File: src/rtl/pacote_iluminacao.sv
// Shared definitions for the lighting command generator: FSM state types and
// default timing parameters.
package pacote_iluminacao;

    localparam int unsigned DEB_CYCLES_PADRAO  = 50000;
    localparam int unsigned LONG_CYCLES_PADRAO = 1500000;
    localparam int unsigned OFF_CYCLES_PADRAO  = 3000000;

    typedef enum logic [1:0] {
        IDLE      = 2'd0,
        PRESSED   = 2'd1,
        LONG_SENT = 2'd2
    } estado_botao_t;

    typedef enum logic [1:0] {
        VAZIO    = 2'd0,
        OCUPADO  = 2'd1,
        CONTANDO = 2'd2
    } estado_presenca_t;

endpackage

File: src/rtl/filtro_debounce.sv
// Two-flop synchronizer followed by a debouncer: the filtered level changes only
// after the synchronized input has disagreed with it for DEB_CYCLES cycles in a row.
module filtro_debounce #(
    parameter int unsigned DEB_CYCLES = 50000
) (
    input  logic clk,
    input  logic rst,
    input  logic entrada,
    output logic nivel
);

    localparam int unsigned W      = $clog2(DEB_CYCLES + 1);
    localparam logic [W-1:0] LIMITE = W'(DEB_CYCLES - 1);
    localparam logic [W-1:0] MAXIMO = W'(DEB_CYCLES);

    logic         s0;
    logic         s1;
    logic [W-1:0] cnt;

    always_ff @(posedge clk or negedge rst) begin
        if (!rst) begin
            s0    <= 1'b0;
            s1    <= 1'b0;
            cnt   <= '0;
            nivel <= 1'b0;
        end else begin
            s0 <= entrada;
            s1 <= s0;
            if (s1 == nivel) begin
                cnt <= '0;
            end else if (cnt >= LIMITE) begin
                nivel <= s1;
                cnt   <= '0;
            end else if (cnt != MAXIMO) begin
                cnt <= cnt + W'(1);
            end
        end
    end

endmodule

File: src/rtl/gerador_comandos.sv
// Turns a bouncing push button and a presence sensor into one-cycle command pulses:
// a = mode toggle (long press), b = lamp toggle (short press), c = auto-off, d = auto-on.
module gerador_comandos
    import pacote_iluminacao::*;
#(
    parameter int unsigned DEB_CYCLES  = DEB_CYCLES_PADRAO,
    parameter int unsigned LONG_CYCLES = LONG_CYCLES_PADRAO,
    parameter int unsigned OFF_CYCLES  = OFF_CYCLES_PADRAO
) (
    input  logic clk,
    input  logic rst,
    input  logic botao,
    input  logic presenca,
    output logic a,
    output logic b,
    output logic c,
    output logic d
);

    localparam int unsigned WL = $clog2(LONG_CYCLES + 1);
    localparam int unsigned WO = $clog2(OFF_CYCLES + 1);
    localparam logic [WL-1:0] LONG_LIM = WL'(LONG_CYCLES - 1);
    localparam logic [WL-1:0] LONG_MAX = WL'(LONG_CYCLES);
    localparam logic [WO-1:0] OFF_LIM  = WO'(OFF_CYCLES - 1);
    localparam logic [WO-1:0] OFF_MAX  = WO'(OFF_CYCLES);

    logic deb_botao;
    logic deb_presenca;

    filtro_debounce #(.DEB_CYCLES(DEB_CYCLES)) u_filtro_botao (
        .clk(clk), .rst(rst), .entrada(botao), .nivel(deb_botao)
    );

    filtro_debounce #(.DEB_CYCLES(DEB_CYCLES)) u_filtro_presenca (
        .clk(clk), .rst(rst), .entrada(presenca), .nivel(deb_presenca)
    );

    estado_botao_t    estado_b, estado_b_prox;
    estado_presenca_t estado_p, estado_p_prox;
    logic [WL-1:0]    hold_cnt;
    logic [WO-1:0]    off_cnt;
    logic             a_prox, b_prox, c_prox, d_prox;

    always_ff @(posedge clk or negedge rst) begin
        if (!rst) begin
            estado_b <= IDLE;
            estado_p <= VAZIO;
            a        <= 1'b0;
            b        <= 1'b0;
            c        <= 1'b0;
            d        <= 1'b0;
        end else begin
            estado_b <= estado_b_prox;
            estado_p <= estado_p_prox;
            a        <= a_prox;
            b        <= b_prox;
            c        <= c_prox;
            d        <= d_prox;
        end
    end

    // Counters run only inside their timing state, so entering it always starts from zero.
    always_ff @(posedge clk or negedge rst) begin
        if (!rst) begin
            hold_cnt <= '0;
            off_cnt  <= '0;
        end else begin
            if (estado_b != PRESSED)
                hold_cnt <= '0;
            else if (hold_cnt != LONG_MAX)
                hold_cnt <= hold_cnt + WL'(1);

            if (estado_p != CONTANDO)
                off_cnt <= '0;
            else if (off_cnt != OFF_MAX)
                off_cnt <= off_cnt + WO'(1);
        end
    end

    always_comb begin
        estado_b_prox = estado_b;
        a_prox        = 1'b0;
        b_prox        = 1'b0;
        case (estado_b)
            IDLE: begin
                if (deb_botao)
                    estado_b_prox = PRESSED;
            end
            PRESSED: begin
                if (!deb_botao) begin
                    b_prox        = 1'b1;
                    estado_b_prox = IDLE;
                end else if (hold_cnt == LONG_LIM) begin
                    a_prox        = 1'b1;
                    estado_b_prox = LONG_SENT;
                end
            end
            LONG_SENT: begin
                if (!deb_botao)
                    estado_b_prox = IDLE;
            end
            default: estado_b_prox = IDLE;
        endcase
    end

    always_comb begin
        estado_p_prox = estado_p;
        c_prox        = 1'b0;
        d_prox        = 1'b0;
        case (estado_p)
            VAZIO: begin
                if (deb_presenca) begin
                    d_prox        = 1'b1;
                    estado_p_prox = OCUPADO;
                end
            end
            OCUPADO: begin
                if (!deb_presenca)
                    estado_p_prox = CONTANDO;
            end
            CONTANDO: begin
                if (deb_presenca) begin
                    estado_p_prox = OCUPADO;
                end else if (off_cnt == OFF_LIM) begin
                    c_prox        = 1'b1;
                    estado_p_prox = VAZIO;
                end
            end
            default: estado_p_prox = VAZIO;
        endcase
    end

endmodule

File: config.mk
export PLATFORM = sky130hd
export DESIGN_NAME = gerador_comandos
export DESIGN_NICKNAME = d
export VERILOG_FILES = /design/src/rtl/pacote_iluminacao.sv /design/src/rtl/filtro_debounce.sv /design/src/rtl/gerador_comandos.sv
export SDC_FILE = /design/constraint.sdc
export NUM_CORES = 1
export LEC_CHECK = 0
export ABC_CLOCK_PERIOD_IN_PS = 5800
export CAP_MARGIN = 15
export CORE_MARGIN = 2
export CORE_UTILIZATION = 27
export CTS_CLUSTER_SIZE = 14
export DETAILED_ROUTE_END_ITERATION = 16
export GPL_TIMING_DRIVEN = 0
export PLACE_DENSITY = 0.47
export SETUP_SLACK_MARGIN = 0.4
export SYNTH_ARGS = -nofsm -noshare
export SYNTH_HDL_FRONTEND = slang
export SYNTH_HIERARCHICAL = 1
export SYNTH_SLANG_ARGS = --single-unit
File: constraint.sdc
create_clock -name clk -period 5.8 [get_ports clk]
set_input_delay 1.16 -clock clk [delete_from_list [all_inputs] [get_ports clk]]
set_output_delay 1.16 -clock clk [all_outputs]
set_load 0.03 [all_outputs]
==> impl_metrics.py <==
metrics = {
    "run_status": {
        "status": "completed",
    },
    "clocking": {
        "post_cts_resized": 0,
        "cts.clk_slew.worst_paths_ns": 0.06,
        "hold_buffers": 0,
        "post_cts_buffers": 0,
        "cts_buffer_depth": 2,
        "clock_latency_ns": 0.34,
        "tritoncts_num_sinks": 89,
        "cts_root_buf": "clkbuf_16",
        "numCtsBuffers": 9,
        "cts_tree": "built",
        "cts.htree.levels": 3,
    },
    "floorplanning": {
        "die_width_um": 132.3,
        "design.core.area_sq_um": 16000,
        "die-area_sq_um": 17510,
        "row_count": 46,
        "start_util": 0.2779,
        "io_pins": 8,
        "die-height_um": 132.3,
    },
    "finish": {
        "drive_gt1_frac": 0.08068,
        "num-fill-cells": 1683,
        "area_growth_pct": 15.11,
        "diodes": 0,
        "register_area_sq_um": 2227,
        "multi_input_area_sq_um": 2078,
        "fin_cells": 687,
        "nets": 478,
        "fin_util": 0.3199,
    },
    "sta": {
        "setup_viol": 0,
        "tightestPinTransition_ns": 1.107,
        "fin_tns_setup_ns": 0,
        "rsz0062_at_grt": "no",
        "finalHoldViolCount": 0,
        "post-route-period-util": 0.4310,
        "holdWs_ns": 0.3469,
        "fin_crit_ns": 2.500,
        "finalMaxSlewViolations": 0,
        "max_clock_freq_ghz": 0.4000,
        "clock_skew_ns": 0.005010,
        "relSlewSlack": 0.2555,
    },
    "yosys": {
        "synthArstFlopShare": 1.000,
        "yosys_warnings": 6,
        "synth_area_per_cell_sq_um": 9.948,
        "synthCells": 447,
        "synth_top_area_cell": "dfrtp_1",
        "synth_top_area_frac": 0.5008,
        "synth_area_leaders": "dfrtp_1 50%, xnor2_1 9.1%, nor2_1 7.2%",
        "syn_nets": 459,
        "netlist_area_sq_um": 4447,
        "synth-main-ff-cell": "dfrtp_1",
        "yosysUniqueCellTypes": 42,
        "synth_edf_count": 0,
        "ys_ff_latch": 89,
        "seq_area_frac_synth": 0.5008,
    },
    "setup_path": {
        "r2r-start": "off_cnt[12]",
        "max_stage_delay_ns": 0.67,
        "crit_chain": "clkdlybuf4s50_1",
        "critPathBufInv": 1,
        "critPathSlowestCell": "clkdlybuf4s50_1",
        "critPathArrivalTime_ns": 1.34,
        "crit_end": "c",
        "path_delay_family": "buffers and inverters",
        "path_max_fanout": 1,
        "worst-path-stages": 1,
        "cp-startpoint": "c",
        "required_ns": 4.64,
        "r2r-end": "off_cnt[16]",
        "reg2reg_depth": 5,
        "r2r_slack_ns": 3.60,
        "critical_path_class": "reg -> out",
        "start_kind": "register",
        "cp-end-kind": "output port",
    },
    "placement": {
        "place_inst": 671,
        "portBuffers": 7,
        "gp_congestion": 0.7523,
        "dp_hpwl_mm": 5.763,
    },
    "drt": {
        "dr.pass1.iters": 4,
        "totalWireLength_mm": 8.297,
        "vias": 3130,
        "ant_nets": 0,
        "via_per_inst": 4.556,
        "route.detailed.drc": 0,
        "routedWlPerCell_um": 12.08,
        "drt_first_iter_violations": 228,
    },
    "worst_hold_path": {
        "min_path_type": "reg -> reg",
        "min_path_cells": 0,
    },
    "global_routing": {
        "antenna_found_initial": 0,
        "grt_use_total": 0.1025,
        "grt_pass1_vias": 3172,
        "grt_overflow": 0,
        "grt_start_max_net_pins": 49,
        "grt_pass1_wl_mm": 14.78,
    },
    "run": {
        "cap_violations": 0,
    },
    "power": {
        "p_leak_nw": 1.907,
        "peakVddDrop_uv": 127.2,
        "power.density_nw_per_um2": 246.2,
    },
}
==> worst min path at each step <==
| stage | start | end |
|---|---|---|
| floorplan | u_filtro_botao/s0 | u_filtro_botao/s1 |
| global route | u_filtro_presenca/s0 | u_filtro_presenca/s1 |
| global placement | u_filtro_presenca/s0 | u_filtro_presenca/s1 |
| CTS | u_filtro_presenca/s0 | u_filtro_presenca/s1 |
| finish | u_filtro_presenca/s0 | u_filtro_presenca/s1 |
| detailed placement | u_filtro_presenca/s0 | u_filtro_presenca/s1 |
==> power by group <==
group          switching [W]  total [W]  internal (W)
clock network       0.000239   0.000594      0.000356
logic              0.0000222  0.0000348     0.0000126
registers         0.00000523   0.000631      0.000626
==> routing by layer <==
layer	vias up	track usage	share of wire
li1	1569	-	-
met4	0	0.02927	0.010
met5	-	0	0
met2	20	0.1658	0.46
met1	1534	0.1290	0.50
met3	7	0.03729	0.032
==> cells by family after synthesis <==
logic type,synth area share
flip-flops,0.5008
AND/OR/NAND/NOR,0.2704
AO/OA/AOI/OAI,0.02982
adder cells (fa/ha/maj),0.02251
XOR/XNOR,0.1261
buffers and inverters,0.03179
multiplexers,0.01857
==> synth_stat cells, types with 3 or more instances <==
| cell type | n |
|---|---|
| dfrtp_1 | 89 |
| mux2i_1 | 6 |
| or3_1 | 4 |
| nand3_1 | 32 |
| nor4_1 | 13 |
| nand4_1 | 16 |
| or4_4 | 4 |
| nor2_1 | 85 |
| or4b_1 | 3 |
| inv_1 | 23 |
| nand2b_1 | 4 |
| xor2_1 | 18 |
| nor3_1 | 20 |
| a21oi_1 | 7 |
| nand2_1 | 18 |
| and3_1 | 5 |
| o21ai_0 | 3 |
| or4_1 | 4 |
| clkbuf_1 | 6 |
| xnor2_1 | 46 |
| ha_1 | 8 |
==> layout make-up <==
type / count / area share
well taps: 216 / 0.05280
plain buffers: 10 / 0.01076
flip-flops and latches: 89 / 0.4351
multi-input cells: 325 / 0.4060
repair buffers: 8 / 0.01858
clock buffers: 11 / 0.04938
inverters: 23 / 0.01687
clock inverters: 5 / 0.01051
==> layout by cell type (no fill, tap or decap), drive strengths merged <==
cell type	netlist	layout
or2	2	2
clkbuf	6	17
a311o	2	2
dfrtp	89	89
buf	4	6
clkdlybuf4s50	0	6
nor3	20	20
mux2	2	2
nand4	17	17
xnor2	46	46
a211oi	2	2
or3	4	4
nand2	18	18
inv	23	23
and3b	1	1
bufinv	0	1
nand3	32	32
or3b	1	1
nand4b	1	1
xor2	18	18
clkinv	0	4
nand2b	4	4
nor4b	1	1
mux2i	6	6
and3	5	5
o21ai	3	3
nor4	16	16
nor2	85	85
and2	1	1
ha	8	8
a21boi	1	1
or4	8	8
nor3b	2	2
nand3b	2	2
or4b	3	3
a21oi	7	7
a41oi	2	2
o31ai	1	1
nor2b	2	2
a31oi	2	2
==> flip-flops by register name, indices dropped and copies added (netlist names), 2 cells and up <==
register and cells:
estado_p 2, off_cnt 22, estado_b 2, u_filtro_botao/cnt 16, u_filtro_presenca/cnt 16, hold_cnt 21
==> stage by stage <==
stage,instance area [sq um],power [W],setup slack [ns]
4_1_cts,5119,0.001287,3.280
3_3_place_gp,4787,0.0006755,0.2264
2_1_floorplan,4447,0.0006567,3.903
5_1_grt,5119,0.001312,3.254
3_5_place_dp,4812,0.0006785,3.555
6_report,5119,0.001260,3.300
No activity file was read; power rests on OpenSTA's default activity.
